$ cat config.mk
export PLATFORM = sky130hd
export DESIGN_NAME = key_debounce
export DESIGN_NICKNAME = d
export VERILOG_FILES = /design/src/rtl/key_debounce.sv
export SDC_FILE = /design/constraint.sdc
export NUM_CORES = 1
export LEC_CHECK = 0
export ABC_AREA = 1
export CAP_MARGIN = 20
export CELL_PAD_IN_SITES_DETAIL_PLACEMENT = 1
export CELL_PAD_IN_SITES_GLOBAL_PLACEMENT = 1
export CORE_ASPECT_RATIO = 0.9
export CORE_UTILIZATION = 30
export DETAILED_ROUTE_END_ITERATION = 12
export PLACE_DENSITY_LB_ADDON = 0.1
export SLEW_MARGIN = 20
export SYNTH_ARGS = -nofsm -noshare
export SYNTH_HDL_FRONTEND = slang
export SYNTH_SLANG_ARGS = --single-unit
export TNS_END_PERCENT = 1
$ cat constraint.sdc
create_clock -name clk -period 4.59 [get_ports clk]
set_input_delay 0.6885 -clock clk [delete_from_list [all_inputs] [get_ports clk]]
set_output_delay 0.6885 -clock clk [all_outputs]
set_load 0.005 [all_outputs]
$ cat src/rtl/key_debounce.sv
// key_debounce
// Synchronises and debounces one mechanical push-button. Emits registered
// one-cycle press / release / long-press events, the debounced key level and
// an LED mode index that steps on every press and clears on a long press.
module key_debounce #(
    parameter int DEB_CNT        = 200000,
    parameter int LONG_CNT       = 10000000,
    parameter int KEY_ACTIVE_LOW = 1,
    parameter int MODE_NUM       = 4,
    localparam int MW            = $clog2(MODE_NUM)
) (
    input  logic          clk,
    input  logic          rst,
    input  logic          key_in,
    output logic          key_level,
    output logic          key_press,
    output logic          key_release,
    output logic          key_long,
    output logic [MW-1:0] led_mode
);

    localparam int DW = $clog2(DEB_CNT);
    localparam int HW = $clog2(LONG_CNT);

    localparam logic [DW-1:0] DEB_LAST  = DW'(DEB_CNT - 1);
    localparam logic [HW-1:0] HOLD_LAST = HW'(LONG_CNT - 1);
    localparam logic [MW-1:0] MODE_LAST = MW'(MODE_NUM - 1);

    // Pin level that means "not pressed"; the synchroniser is preloaded with
    // it so leaving reset never looks like a press edge.
    localparam logic REL_LEVEL = (KEY_ACTIVE_LOW != 0) ? 1'b1 : 1'b0;

    typedef enum logic [1:0] {
        S_IDLE      = 2'd0,
        S_FILTER_DN = 2'd1,
        S_DOWN      = 2'd2,
        S_FILTER_UP = 2'd3
    } state_t;

    state_t        state_q, state_d;

    logic          meta_q;
    logic          sync_q;
    logic          pressed;

    logic [DW-1:0] deb_q, deb_d;
    logic [HW-1:0] hold_q, hold_d;
    logic          long_done_q, long_done_d;
    logic          level_q, level_d;
    logic          press_q, press_d;
    logic          release_q, release_d;
    logic          long_q, long_d;
    logic [MW-1:0] mode_q, mode_d;

    // Two-flop synchroniser for the asynchronous pin.
    always_ff @(posedge clk) begin
        if (rst) begin
            meta_q <= REL_LEVEL;
            sync_q <= REL_LEVEL;
        end else begin
            meta_q <= key_in;
            sync_q <= meta_q;
        end
    end

    // Normalise polarity so the rest of the logic works in "1 = pressed".
    assign pressed = (KEY_ACTIVE_LOW != 0) ? ~sync_q : sync_q;

    // FSM state register.
    always_ff @(posedge clk) begin
        if (rst) begin
            state_q <= S_IDLE;
        end else begin
            state_q <= state_d;
        end
    end

    // FSM next-state: a level change is accepted only after DEB_CNT
    // consecutive samples at the new level; any contrary sample aborts.
    always_comb begin
        state_d = state_q;
        unique case (state_q)
            S_IDLE: begin
                if (pressed) begin
                    state_d = S_FILTER_DN;
                end
            end
            S_FILTER_DN: begin
                if (!pressed) begin
                    state_d = S_IDLE;
                end else if (deb_q == DEB_LAST) begin
                    state_d = S_DOWN;
                end
            end
            S_DOWN: begin
                if (!pressed) begin
                    state_d = S_FILTER_UP;
                end
            end
            S_FILTER_UP: begin
                if (pressed) begin
                    state_d = S_DOWN;
                end else if (deb_q == DEB_LAST) begin
                    state_d = S_IDLE;
                end
            end
            default: begin
                state_d = S_IDLE;
            end
        endcase
    end

    // FSM outputs: counters, event pulses, debounced level and LED mode.
    // Pulses are computed here and registered below, so each lasts exactly
    // one cycle and only one can be raised per edge.
    always_comb begin
        deb_d       = deb_q;
        hold_d      = hold_q;
        long_done_d = long_done_q;
        level_d     = level_q;
        press_d     = 1'b0;
        release_d   = 1'b0;
        long_d      = 1'b0;
        mode_d      = mode_q;
        unique case (state_q)
            S_IDLE: begin
                deb_d = '0;
            end
            S_FILTER_DN: begin
                if (!pressed) begin
                    deb_d = '0;
                end else if (deb_q == DEB_LAST) begin
                    deb_d       = '0;
                    press_d     = 1'b1;
                    level_d     = 1'b1;
                    hold_d      = '0;
                    long_done_d = 1'b0;
                    mode_d      = (mode_q == MODE_LAST) ? '0 : mode_q + 1'b1;
                end else begin
                    deb_d = deb_q + 1'b1;
                end
            end
            S_DOWN: begin
                // Hold time saturates so a very long hold cannot wrap and
                // re-trigger; long_done blocks a repeat at saturation.
                deb_d = '0;
                if (hold_q != HOLD_LAST) begin
                    hold_d = hold_q + 1'b1;
                end
                if ((hold_d == HOLD_LAST) && !long_done_q) begin
                    long_d      = 1'b1;
                    long_done_d = 1'b1;
                    mode_d      = '0;
                end
            end
            S_FILTER_UP: begin
                // Hold time is frozen while a release is being qualified, so
                // a release bounce neither extends nor resets the hold.
                if (pressed) begin
                    deb_d = '0;
                end else if (deb_q == DEB_LAST) begin
                    deb_d     = '0;
                    release_d = 1'b1;
                    level_d   = 1'b0;
                end else begin
                    deb_d = deb_q + 1'b1;
                end
            end
            default: begin
                deb_d = '0;
            end
        endcase
    end

    // Counter and output registers; reset abandons any event in progress.
    always_ff @(posedge clk) begin
        if (rst) begin
            deb_q       <= '0;
            hold_q      <= '0;
            long_done_q <= 1'b0;
            level_q     <= 1'b0;
            press_q     <= 1'b0;
            release_q   <= 1'b0;
            long_q      <= 1'b0;
            mode_q      <= '0;
        end else begin
            deb_q       <= deb_d;
            hold_q      <= hold_d;
            long_done_q <= long_done_d;
            level_q     <= level_d;
            press_q     <= press_d;
            release_q   <= release_d;
            long_q      <= long_d;
            mode_q      <= mode_d;
        end
    end

    assign key_level   = level_q;
    assign key_press   = press_q;
    assign key_release = release_q;
    assign key_long    = long_q;
    assign led_mode    = mode_q;

endmodule

==> results of run 1 <==
==> cell type report <==
cell class,instances,area (um2)
Clock buffer,6,129
Clock inverter,2,38.8
Fill cell,1364,6680
Inverter,62,233
Multi-Input combinational cell,381,1800
Sequential cell,53,1060
Tap cell,129,161
Timing Repair Buffer,11,103
==> logic make-up (layout without fill, tap and decap cells) <==
| family | after synthesis | count (layout) | share of synthesized area, % |
|---|---|---|---|
| adder cells (fa/ha/maj) | 3 | 3 | 1.20 |
| flip-flops | 53 | 53 | 33.9 |
| XOR/XNOR | 11 | 11 | 3.08 |
| AND/OR/NAND/NOR | 317 | 317 | 44.8 |
| AO/OA/AOI/OAI | 50 | 50 | 8.27 |
| buffers and inverters | 71 | 81 | 8.75 |
==> synth_stat cells <==
library cell               number  area share (%)
sky130_fd_sc_hd__buf_6          1            0.36
sky130_fd_sc_hd__nand2_4        2            0.72
sky130_fd_sc_hd__nand3_1       35             5.6
sky130_fd_sc_hd__nand4_1       14             2.8
sky130_fd_sc_hd__nor2_1        73             8.7
sky130_fd_sc_hd__o31ai_1        1            0.24
sky130_fd_sc_hd__o21ai_0        9             1.4
sky130_fd_sc_hd__xnor2_1        3            0.84
sky130_fd_sc_hd__nor3_1         9             1.4
sky130_fd_sc_hd__inv_2          1            0.12
sky130_fd_sc_hd__nand2_2        5             1.0
sky130_fd_sc_hd__nor2_2         3            0.60
sky130_fd_sc_hd__a21oi_1       37             5.9
sky130_fd_sc_hd__a31oi_1        1            0.20
sky130_fd_sc_hd__clkbuf_1       8            0.96
sky130_fd_sc_hd__or2_2          2            0.40
sky130_fd_sc_hd__nand3b_1       3            0.72
sky130_fd_sc_hd__inv_1         61             7.3
sky130_fd_sc_hd__nor4_1         3            0.60
sky130_fd_sc_hd__nand2_1      158              19
sky130_fd_sc_hd__nand3_2        2            0.64
sky130_fd_sc_hd__xor2_1         8             2.2
sky130_fd_sc_hd__ha_1           3             1.2
sky130_fd_sc_hd__nor2_8         1            0.64
sky130_fd_sc_hd__o21a_1         1            0.24
sky130_fd_sc_hd__nor3b_1        4            0.96
sky130_fd_sc_hd__o21bai_1       1            0.24
sky130_fd_sc_hd__nor2_4         3             1.1
sky130_fd_sc_hd__dfxtp_1       53              34
==> worst register-to-register path, stage by stage (launching register included) <==
cell and delay (ns):
sky130_fd_sc_hd__dfxtp_1 0.42, sky130_fd_sc_hd__ha_1 0.30, sky130_fd_sc_hd__nand3_1 0.20, sky130_fd_sc_hd__nor2_1 0.15
sky130_fd_sc_hd__nand3_1 0.31, sky130_fd_sc_hd__nand2_1 0.22, sky130_fd_sc_hd__nand2_1 0.07, sky130_fd_sc_hd__nor2_1 0.10
sky130_fd_sc_hd__nand2_1 0.06, sky130_fd_sc_hd__nor2_1 0.15, sky130_fd_sc_hd__nand3_2 0.16, sky130_fd_sc_hd__a21oi_1 0.19
sky130_fd_sc_hd__nor2_1 0.07
==> registers in the layout (all words and copies together) (netlist names), named ones only <==
name and cells:
long_done_q 1, key_level 1, key_release 1, key_long 1, key_press 1, led_mode 2
state_q 1, meta_q 1, deb_q 18, sync_q 1, hold_q 24
==> worst min-delay path by stage <==
stage	slack [ns]	end	cells after the start	startpoint
after floorplan	0.39	sync_q$_SDFF_PP1_	1	meta_q$_SDFF_PP1_
after global placement	0.40	sync_q$_SDFF_PP1_	1	meta_q$_SDFF_PP1_
after detailed placement	0.41	sync_q$_SDFF_PP1_	1	meta_q$_SDFF_PP1_
after CTS	0.43	sync_q$_SDFF_PP1_	1	meta_q$_SDFF_PP1_
after global routing	0.44	sync_q$_SDFF_PP1_	1	meta_q$_SDFF_PP1_
final	0.42	sync_q$_SDFF_PP1_	1	meta_q$_SDFF_PP1_
==> per-layer routing <==
layer	part of all wire (%)	wire length, um	up-vias
met5	0	0	-
met4	0.99	93	0
met3	1.5	141	6
met2	45	4230	15
met1	53	4940	1459
li1	-	-	1621
==> stage by stage <==
stage / setup slack [ns] / utilization [%] / cells
5_1_grt: 1.87 / 34.6 / 644
3_5_place_dp: 2.07 / 32.9 / 636
6_report: 2.10 / 34.6 / 644
4_1_cts: 2.07 / 34.6 / 644
2_1_floorplan: 2.71 / - / 505
3_3_place_gp: 2.18 / 32.9 / 636
==> power by group <==
group | internal (mW) | total (mW) | switching, mW
clock network | 0.259 | 0.443 | 0.184
registers | 0.462 | 0.465 | 0.00274
logic | 0.00835 | 0.0323 | 0.0240
==> implementation parameters, run 1 <==
Parameter                              Value

Timing
  Final period util ... 54.1%
  Number of max-slew violations in the final report ... 0
  Final Hold Fails ... 0
  Setup repair after global routing missed its margin ... false
  Minimum period implied by the final worst setup slack ... 2.49 ns
  Sum of negative setup slack ... 0 ns
  Worst-case hold slack ... approximately 0.42 ns
  Final Setup Violations ... 0
  Max Clock Freq ... 402 MHz
  Clock skew after layout ... 0.00510 ns
  Worst slew pin tran ... 0.484 ns
  Worst-case headroom to the max-slew limit ... 67.7%

Detailed routing
  Wire per inst ... 14.6 um
  Post-route DRC ... 0
  Count of routing violations after the opening detailed-route iteration ... 91
  Number of optimization iterations in the first detailed-route pass ... 5
  WL final ... around 9.4 mm
  Vias/cell ... just under 5
  Total via count after detailed routing ... 3101
  Remaining antenna violation count after routing ... 0

Floorplan
  Ports placed on the boundary ... 9
  Vertical die dimension ... 99.0 um
  Die Area ... 10900 um2
  Cell row count ... 35
  Area inside the core boundary ... 10200 um2
  Die X-Extent ... 110 um
  Initial core utilization ... 30.7%

Run status
  Status ... completed

CTS
  CTS root buffer ... sky130_fd_sc_hd__clkbuf_16
  Resized Gates After CTS ... 0
  Hold-fix buffers, CTS ... 0
  Post-CTS setup-driven buffer insertion count ... 0
  Clock sink count ... 53
  Clock tree buffer depth ... 2
  Skew-Pair Late Insertion Delay ... 0.30 ns
  Clock H-tree levels ... 2
  Clk pin slew, worst setup/hold paths ... 0.07 ns
  Cts bufs inserted ... 5
  CTS tree ... built

GRT
  Busiest layer in global routing ... met2
  First-pass GRT wire length ... 15.8 mm
  Met2 Resource Use GR ... 30.6%
  Pin count of the biggest net entering global routing ... 33
  GR Layer Usage met1 ... 26.6%
  Met3 Track Usage GR ... slightly below 3%
  Overflow left after global routing ... 0
  All-layer global routing usage ... 19.1%
  Number of antenna violations at the first check in global routing ... 0
  Via count of the first global-routing pass ... 3138

Critical path
  Buffers and inverters on the worst path ... 0
  Cell occurring most often along the worst timing path ... sky130_fd_sc_hd__nor2_1
  Category of the critical setup timing path ... reg -> reg
  Reg2reg setup slack ... 2.10 ns
  Worst EP arrival ... 2.68 ns
  Largest fanout on the critical path ... 11
  Kind of launch point of the worst setup path ... register
  R2R depth ... 12
  Endpoint of the worst register-to-register path ... led_mode[0]$_SDFFE_PP0P_
  Critical-path cell list ... ha_1 > nand3_1 > nor2_1 > nand3_1 > nand2_1 > nand2_1 > nor2_1 > nand2_1 > nor2_1 > nand3_2 > a21oi_1 > nor2_1
  Slowest library cell on the worst path ... sky130_fd_sc_hd__dfxtp_1
  CP max stage delay ... 0.42 ns
  Kind of capture point of the worst setup path ... register
  Cell class contributing the biggest share of worst-path delay ... simple AND/OR/NAND/NOR gates
  Destination of the critical timing path ... led_mode[0]$_SDFFE_PP0P_
  Critical path depth ... 12
  Data required, critical path ... 4.78 ns
  Beginning of the critical path ... hold_q[0]$_SDFFE_PP0P_
  Startpoint of the lowest-slack register-to-register path ... hold_q[0]$_SDFFE_PP0P_

Placement
  Number of I/O port buffers ... 8
  Dpl cell area ... around 3400 um2
  Estimated wirelength of the detail-placed design ... 7.32 mm
  Global placement routability congestion ... 0.778

Cells and area
  Proportion of layout cells with a drive suffix above 1 ... 5.83%
  Summed area of non-filler cells in the final layout ... roughly 3500 um2
  # nets final ... 520
  Commonest non-fill, non-tap cell in the layout ... sky130_fd_sc_hd__nand2_1
  Antenna fix cells ... 0
  Most frequent cells in the layout ... 158 x sky130_fd_sc_hd__nand2_1, 72 x sky130_fd_sc_hd__nor2_1, 61 x sky130_fd_sc_hd__inv_1
  Layout-stage area growth over the synthesis result ... 12.5%

Yosys
  Flops & latches, synth ... 53
  Unique cell type count in the Yosys netlist ... 29
  Syn avg cell area ... 6.20 um2
  Seq/Total Area, Yosys ... 33.9%
  Mapped Area ... 3130 um2
  Number of cells produced by synthesis ... 505
  Post-Synthesis Net Count ... 511
  Count of synthesis-stage warnings from yosys ... 0

Worst hold path
  Type of the tightest min-delay check ... reg -> reg

Power and ir drop
  Reported leakage power ... around 1.3 nW
  Final total power ... 0.940 mW
  Pwr per Cell Area ... 267 nW/um2
  Maximum vdd drop ... 140 uV

Job
  Max-cap violations ... 0
No activity file was read; power rests on OpenSTA's default activity.
==> run 2, diff against run 1 <==
==> constraint.sdc (replaced) <==
create_clock -name clk -period 2.5 [get_ports clk]
set_input_delay 0.375 -clock clk [delete_from_list [all_inputs] [get_ports clk]]
set_output_delay 0.375 -clock clk [all_outputs]
set_load 0.005 [all_outputs]
==> implementation parameters, run 2 (synthesis results as in run 1) <==
Parameter                              Value

Run status
  Status ... completed

Critical path
  Data required, critical path ... 2.69 ns
  Cell occurring most often along the worst timing path ... sky130_fd_sc_hd__nor2_1
  Slowest library cell on the worst path ... sky130_fd_sc_hd__dfxtp_1
  CP max stage delay ... 0.44 ns
  Category of the critical setup timing path ... reg -> reg
  Kind of launch point of the worst setup path ... register
  Critical-path cell list ... ha_2 > nand2_1 > nor2_4 > nand2_2 > nor2_1 > xor2_1 > nand3_1 > nor2_1 > nand3_2 > a21oi_1 > nor2_1
  Buffers and inverters on the worst path ... 0
  Worst EP arrival ... 2.57 ns
  Kind of capture point of the worst setup path ... register
  Largest fanout on the critical path ... 5
  Cell class contributing the biggest share of worst-path delay ... simple AND/OR/NAND/NOR gates

Job
  Max-cap violations ... 0

Floorplan
  Die X-Extent ... approximately 110 um
  Die Area ... approximately 11000 um2
  Area inside the core boundary ... 10200 um2
  Initial core utilization ... 30.7%
  Ports placed on the boundary ... 9
  Vertical die dimension ... 99.0 um
  Cell row count ... 35

Detailed routing
  Post-route DRC ... 0
  Vias/cell ... about 4.7
  Number of optimization iterations in the first detailed-route pass ... 4
  Total via count after detailed routing ... a little over 3000
  WL final ... 9.43 mm
  Wire per inst ... 14.5 um
  Remaining antenna violation count after routing ... 0
  Count of routing violations after the opening detailed-route iteration ... 162

Cells and area
  # nets final ... 527
  Filler cells ... 1351
  Commonest non-fill, non-tap cell in the layout ... sky130_fd_sc_hd__nand2_1
  Proportion of layout cells with a drive suffix above 1 ... 7.28%
  Register with the most flip-flops ... hold_q
  Antenna fix cells ... 0
  Summed area of non-filler cells in the final layout ... between 3000 and 4000 um2
  Max reg flops ... 24
  Layout-stage area growth over the synthesis result ... 13.9%
  FF/Latch Area ... 1060 um2
  Area used by multi-input combinational logic ... approximately 1800 um2
  Most frequent cells in the layout ... 158 x sky130_fd_sc_hd__nand2_1, 72 x sky130_fd_sc_hd__nor2_1, 61 x sky130_fd_sc_hd__inv_1

Power and ir drop
  Relative contribution of sequential cells to total power ... 52.6%
  Pwr per Cell Area ... 455 nW/um2
  Switching Fraction ... a little under a quarter
  Reported leakage power ... 1.35 nW
  Relative contribution of combinational cells to total power ... 3.9%
  Switching pwr ... 0.384 mW
  Internal power ... ~1.2 mW
  Maximum vdd drop ... 249 uV
  Clock share of power ... 43.5%

CTS
  Clock sink count ... 53
  CTS tree ... built
  Hold-fix buffers, CTS ... 0
  Skew-Pair Late Insertion Delay ... 0.30 ns
  Clock tree buffer depth ... 2
  Cts bufs inserted ... 5
  CTS root buffer ... sky130_fd_sc_hd__clkbuf_16
  Clk pin slew, worst setup/hold paths ... 0.07 ns
  Clock H-tree levels ... 2

Placement
  Global placement routability congestion ... 0.823
  Dpl cell area ... 3400 um2
  Number of I/O port buffers ... 8
  Estimated wirelength of the detail-placed design ... around 7.4 mm

GRT
  All-layer global routing usage ... 19.0%
  Overflow left after global routing ... 0
  First-pass GRT wire length ... about 16 mm
  Via count of the first global-routing pass ... 3106
  Pin count of the biggest net entering global routing ... 25
  Number of antenna violations at the first check in global routing ... 0

Timing
  Minimum period implied by the final worst setup slack ... 2.38 ns
  Clock skew after layout ... 0.00725 ns
  Number of max-slew violations in the final report ... 0
  Setup repair after global routing missed its margin ... false
  Final period util ... 95.1%
  Worst-case headroom to the max-slew limit ... a little over 70%
  Final Hold Fails ... 0
  Final Setup Violations ... 0
  Sum of negative setup slack ... 0 ns
  Worst slew pin tran ... 0.414 ns
  Max Clock Freq ... 421 MHz

Worst hold path
  Type of the tightest min-delay check ... reg -> reg
==> run 2: cell type report <==
type / count / area share (%)
Sequential cell: 53 / 29.7
Multi-Input combinational cell: 381 / 50.5
Inverter: 62 / 6.52
Clock buffer: 6 / 3.61
Clock inverter: 2 / 0.421
Tap cell: 129 / 4.52
Timing Repair Buffer: 18 / 4.70
==> run 2: path summary, 6_finish.rpt <==
| check | to | cells past startpoint | startpoint | slack [ns] |
|---|---|---|---|---|
| hold / removal | sync_q$_SDFF_PP1_ | 1 | meta_q$_SDFF_PP1_ | 0.42 |
| setup / recovery | led_mode[0]$_SDFFE_PP0P_ | 11 | hold_q[0]$_SDFFE_PP0P_ | 0.12 |
| setup reg to reg | led_mode[0]$_SDFFE_PP0P_ | 11 | hold_q[0]$_SDFFE_PP0P_ | 0.12 |
| hold reg to reg | sync_q$_SDFF_PP1_ | 1 | meta_q$_SDFF_PP1_ | 0.42 |
==> run 2: power groups by stage <==
stage	Combinational [mW]	Sequential, mW	Clock (mW)
2_1_floorplan	0.0371	0.872	0
3_3_place_gp	0.0630	0.873	0
3_5_place_dp	0.0636	0.874	0
4_1_cts	0.0638	0.854	0.740
5_1_grt	0.0707	0.855	0.768
6_report	0.0628	0.854	0.707
==> run 2: through the flow <==
step / power, mW / std cells / hold WS [ns] / utilization (%) / setup WS, ns
2_1_floorplan: 0.909 / 505 / 0.389 / - / 0.619
3_3_place_gp: 0.936 / 641 / 0.395 / 33.3 / 0.146
3_5_place_dp: 0.937 / 641 / 0.403 / 33.3 / 0.0591
4_1_cts: 1.66 / 649 / 0.422 / 34.7 / 0.0483
5_1_grt: 1.69 / 651 / 0.434 / 35.0 / 0.00226
6_report: 1.62 / 651 / 0.421 / 35.0 / 0.123
==> run 2: layer usage <==
metal,global-route usage (%),wire length [um]
met1,27.9,5050
met2,29.5,4100
met3,2.98,259
met4,3.38,32
met5,0,0
==> run 2: repair_timing <==
| action | CTS | global route |
|---|---|---|
| endpoints found under the setup margin | 0 | 4 |
| setup buffers | 0 | 2 |
| resized for setup | 0 | 1 |
==> run 3, diff against run 2 <==
--- a/config.mk
+++ b/config.mk
@@ -11,7 +11,9 @@
 export CELL_PAD_IN_SITES_GLOBAL_PLACEMENT = 1
 export CORE_ASPECT_RATIO = 0.9
 export CORE_UTILIZATION = 30
+export CTS_BUF_LIST = sky130_fd_sc_hd__clkbuf_2 sky130_fd_sc_hd__clkbuf_4 sky130_fd_sc_hd__clkbuf_8
 export DETAILED_ROUTE_END_ITERATION = 12
+export GPL_ROUTABILITY_DRIVEN = 0
 export PLACE_DENSITY_LB_ADDON = 0.1
 export SLEW_MARGIN = 20
 export SYNTH_ARGS = -nofsm -noshare
==> implementation parameters, run 3 (synthesis results as in run 1) <==
Parameter                              Value

Run status
  Status ... completed

Cells and area
  Antenna fix cells ... 0
  Layout-stage area growth over the synthesis result ... 12.4%
  Register with the most flip-flops ... hold_q
  # nets final ... 527
  Max reg flops ... 24
  Most frequent cells in the layout ... 158 x sky130_fd_sc_hd__nand2_1, 72 x sky130_fd_sc_hd__nor2_1, 61 x sky130_fd_sc_hd__inv_1
  Commonest non-fill, non-tap cell in the layout ... sky130_fd_sc_hd__nand2_1
  Filler cells ... 1353
  Proportion of layout cells with a drive suffix above 1 ... 7.66%

Power and ir drop
  Reported leakage power ... 1.33 nW
  Switching pwr ... 0.359 mW
  Internal power ... 1.08 mW
  Pwr per Cell Area ... a little over 400 nW/um2
  Relative contribution of sequential cells to total power ... about three fifths
  Switching Fraction ... between 20% and 30%
  Relative contribution of combinational cells to total power ... ~4.4%
  Clock share of power ... 36.1%
  Maximum vdd drop ... between 150 and 200 uV

Worst hold path
  Type of the tightest min-delay check ... reg -> reg
  Worst min-delay path startpoint ... meta_q$_SDFF_PP1_
  WHS Path Cells ... 1
  Hold worst-path end ... sync_q$_SDFF_PP1_

Timing
  Clock skew after layout ... 0.0100 ns
  Setup repair after global routing missed its margin ... false
  Minimum period implied by the final worst setup slack ... 2.35 ns
  Worst slew pin tran ... 0.417 ns
  Final Setup Violations ... 0
  Worst-case hold slack ... 0.429 ns
  Final Hold Fails ... 0
  Worst-case headroom to the max-slew limit ... 72.2%
  Final period util ... between 90% and 100%
  Sum of negative setup slack ... 0 ns
  Number of max-slew violations in the final report ... 0
  Max Clock Freq ... 425 MHz

GRT
  Number of antenna violations at the first check in global routing ... 0
  Met2 Resource Use GR ... approximately 30%
  Met3 Track Usage GR ... under 10%
  All-layer global routing usage ... 19.0%
  Overflow left after global routing ... 0
  GR Layer Usage met1 ... between 20% and 30%
  Pin count of the biggest net entering global routing ... 25
  Via count of the first global-routing pass ... 3130
  Busiest layer in global routing ... met2
  First-pass GRT wire length ... 15.9 mm

CTS
  Skew-Pair Late Insertion Delay ... 0.32 ns
  CTS tree ... built
  Cts bufs inserted ... 5
  Clock H-tree levels ... 2
  Hold-fix buffers, CTS ... 0
  Clock tree buffer depth ... 2
  CTS root buffer ... sky130_fd_sc_hd__clkbuf_8
  Clock sink count ... between 50 and 60
  Clk pin slew, worst setup/hold paths ... 0.10 ns

Floorplan
  Initial core utilization ... 30.7%
  Ports placed on the boundary ... 9
  Die Area ... 10900 um2
  Vertical die dimension ... 99.0 um
  Area inside the core boundary ... 10200 um2
  Die X-Extent ... about 110 um
  Cell row count ... 35

Critical path
  Category of the critical setup timing path ... reg -> reg
  Data required, critical path ... around 2.7 ns
  R2R depth ... 11
  Startpoint of the lowest-slack register-to-register path ... hold_q[0]$_SDFFE_PP0P_
  Kind of launch point of the worst setup path ... register
  Kind of capture point of the worst setup path ... register
  Reg2reg setup slack ... 0.15 ns
  Endpoint of the worst register-to-register path ... led_mode[0]$_SDFFE_PP0P_
  Largest fanout on the critical path ... 5
  Worst EP arrival ... 2.57 ns

Detailed routing
  Remaining antenna violation count after routing ... 0
  Wire per inst ... 14.4 um
  Count of routing violations after the opening detailed-route iteration ... around 170
  Number of optimization iterations in the first detailed-route pass ... 4
  Vias/cell ... 4.76
  WL final ... ~9.4 mm
  Total via count after detailed routing ... 3097
  Post-route DRC ... 0

Job
  Max-cap violations ... 0

Placement
  Estimated wirelength of the detail-placed design ... 7.36 mm
  Number of I/O port buffers ... 8
## run 3: cell counts in the layout (fill, tap and decap cells not counted)
Identical to the previous run, type by type.
## run 3: worst max path at each step
stage	start	to	slack, ns	cells past startpoint
after floorplan	hold_q[0]$_SDFFE_PP0P_	led_mode[0]$_SDFFE_PP0P_	0.62	11
after global placement	hold_q[0]$_SDFFE_PP0P_	led_mode[1]$_SDFFE_PP0P_	0.15	11
after detailed placement	hold_q[0]$_SDFFE_PP0P_	led_mode[0]$_SDFFE_PP0P_	0.06	11
after CTS	hold_q[0]$_SDFFE_PP0P_	led_mode[0]$_SDFFE_PP0P_	0.04	11
after global routing	hold_q[0]$_SDFFE_PP0P_	led_mode[0]$_SDFFE_PP0P_	0.00008	12
final	hold_q[0]$_SDFFE_PP0P_	led_mode[0]$_SDFFE_PP0P_	0.15	11
## run 3: critical path, stage by stage (launching register included)
cell and delay, ns:
sky130_fd_sc_hd__dfxtp_1 0.45, sky130_fd_sc_hd__ha_2 0.28, sky130_fd_sc_hd__nand2_1 0.14, sky130_fd_sc_hd__nor2_4 0.21, sky130_fd_sc_hd__nand2_2 0.10, sky130_fd_sc_hd__nor2_1 0.18, sky130_fd_sc_hd__xor2_1 0.22, sky130_fd_sc_hd__nand3_1 0.10
sky130_fd_sc_hd__nor2_1 0.21, sky130_fd_sc_hd__nand3_2 0.17, sky130_fd_sc_hd__a21oi_1 0.16, sky130_fd_sc_hd__nor2_1 0.06
## run 3: metrics by stage
step,area [um2],worst slack [ns],util [%],total power [mW],std cells
floorplan,3130,0.619,-,0.909,505
global placement,3400,0.146,33.3,0.936,641
detailed placement,3400,0.0591,33.3,0.937,641
CTS,3490,0.0434,34.2,1.47,649
global route,3520,0.0000830,34.5,1.51,651
finish,3520,0.146,34.5,1.44,651
## run 3: timing repair
action,in CTS,in global routing
setup endpoints to repair,0,5
setup buffers,0,2
gates resized for setup,0,2
## run 3: power by group through the flow
stage / sequential (mW) / combinational (mW) / clock [mW]
global placement: 0.873 / 0.0630 / 0
CTS: 0.854 / 0.0639 / 0.551
floorplan: 0.872 / 0.0371 / 0
global route: 0.856 / 0.0708 / 0.581
finish: 0.854 / 0.0629 / 0.518
detailed placement: 0.874 / 0.0636 / 0
## run 3: cell type report
type / instances / area [um2] / share of cell area [%]
flip-flops and latches: 53 / 1060 / 30.1
clock buffers: 6 / 76.3 / 2.17
clock inverters: 2 / 15.0 / 0.426
multi-input cells: 381 / 1810 / 51.3
repair buffers: 18 / 168 / 4.76
well taps: 129 / 161 / 4.58
inverters: 62 / 233 / 6.61
## run 3: metal layers
metal	part of all wire [%]	routed length (um)	vias to the layer above
met3	1.8	171	7
met5	0	0	-
li1	-	-	1637
met1	55	5140	1436
met2	43	4020	17
met4	0.72	68	0
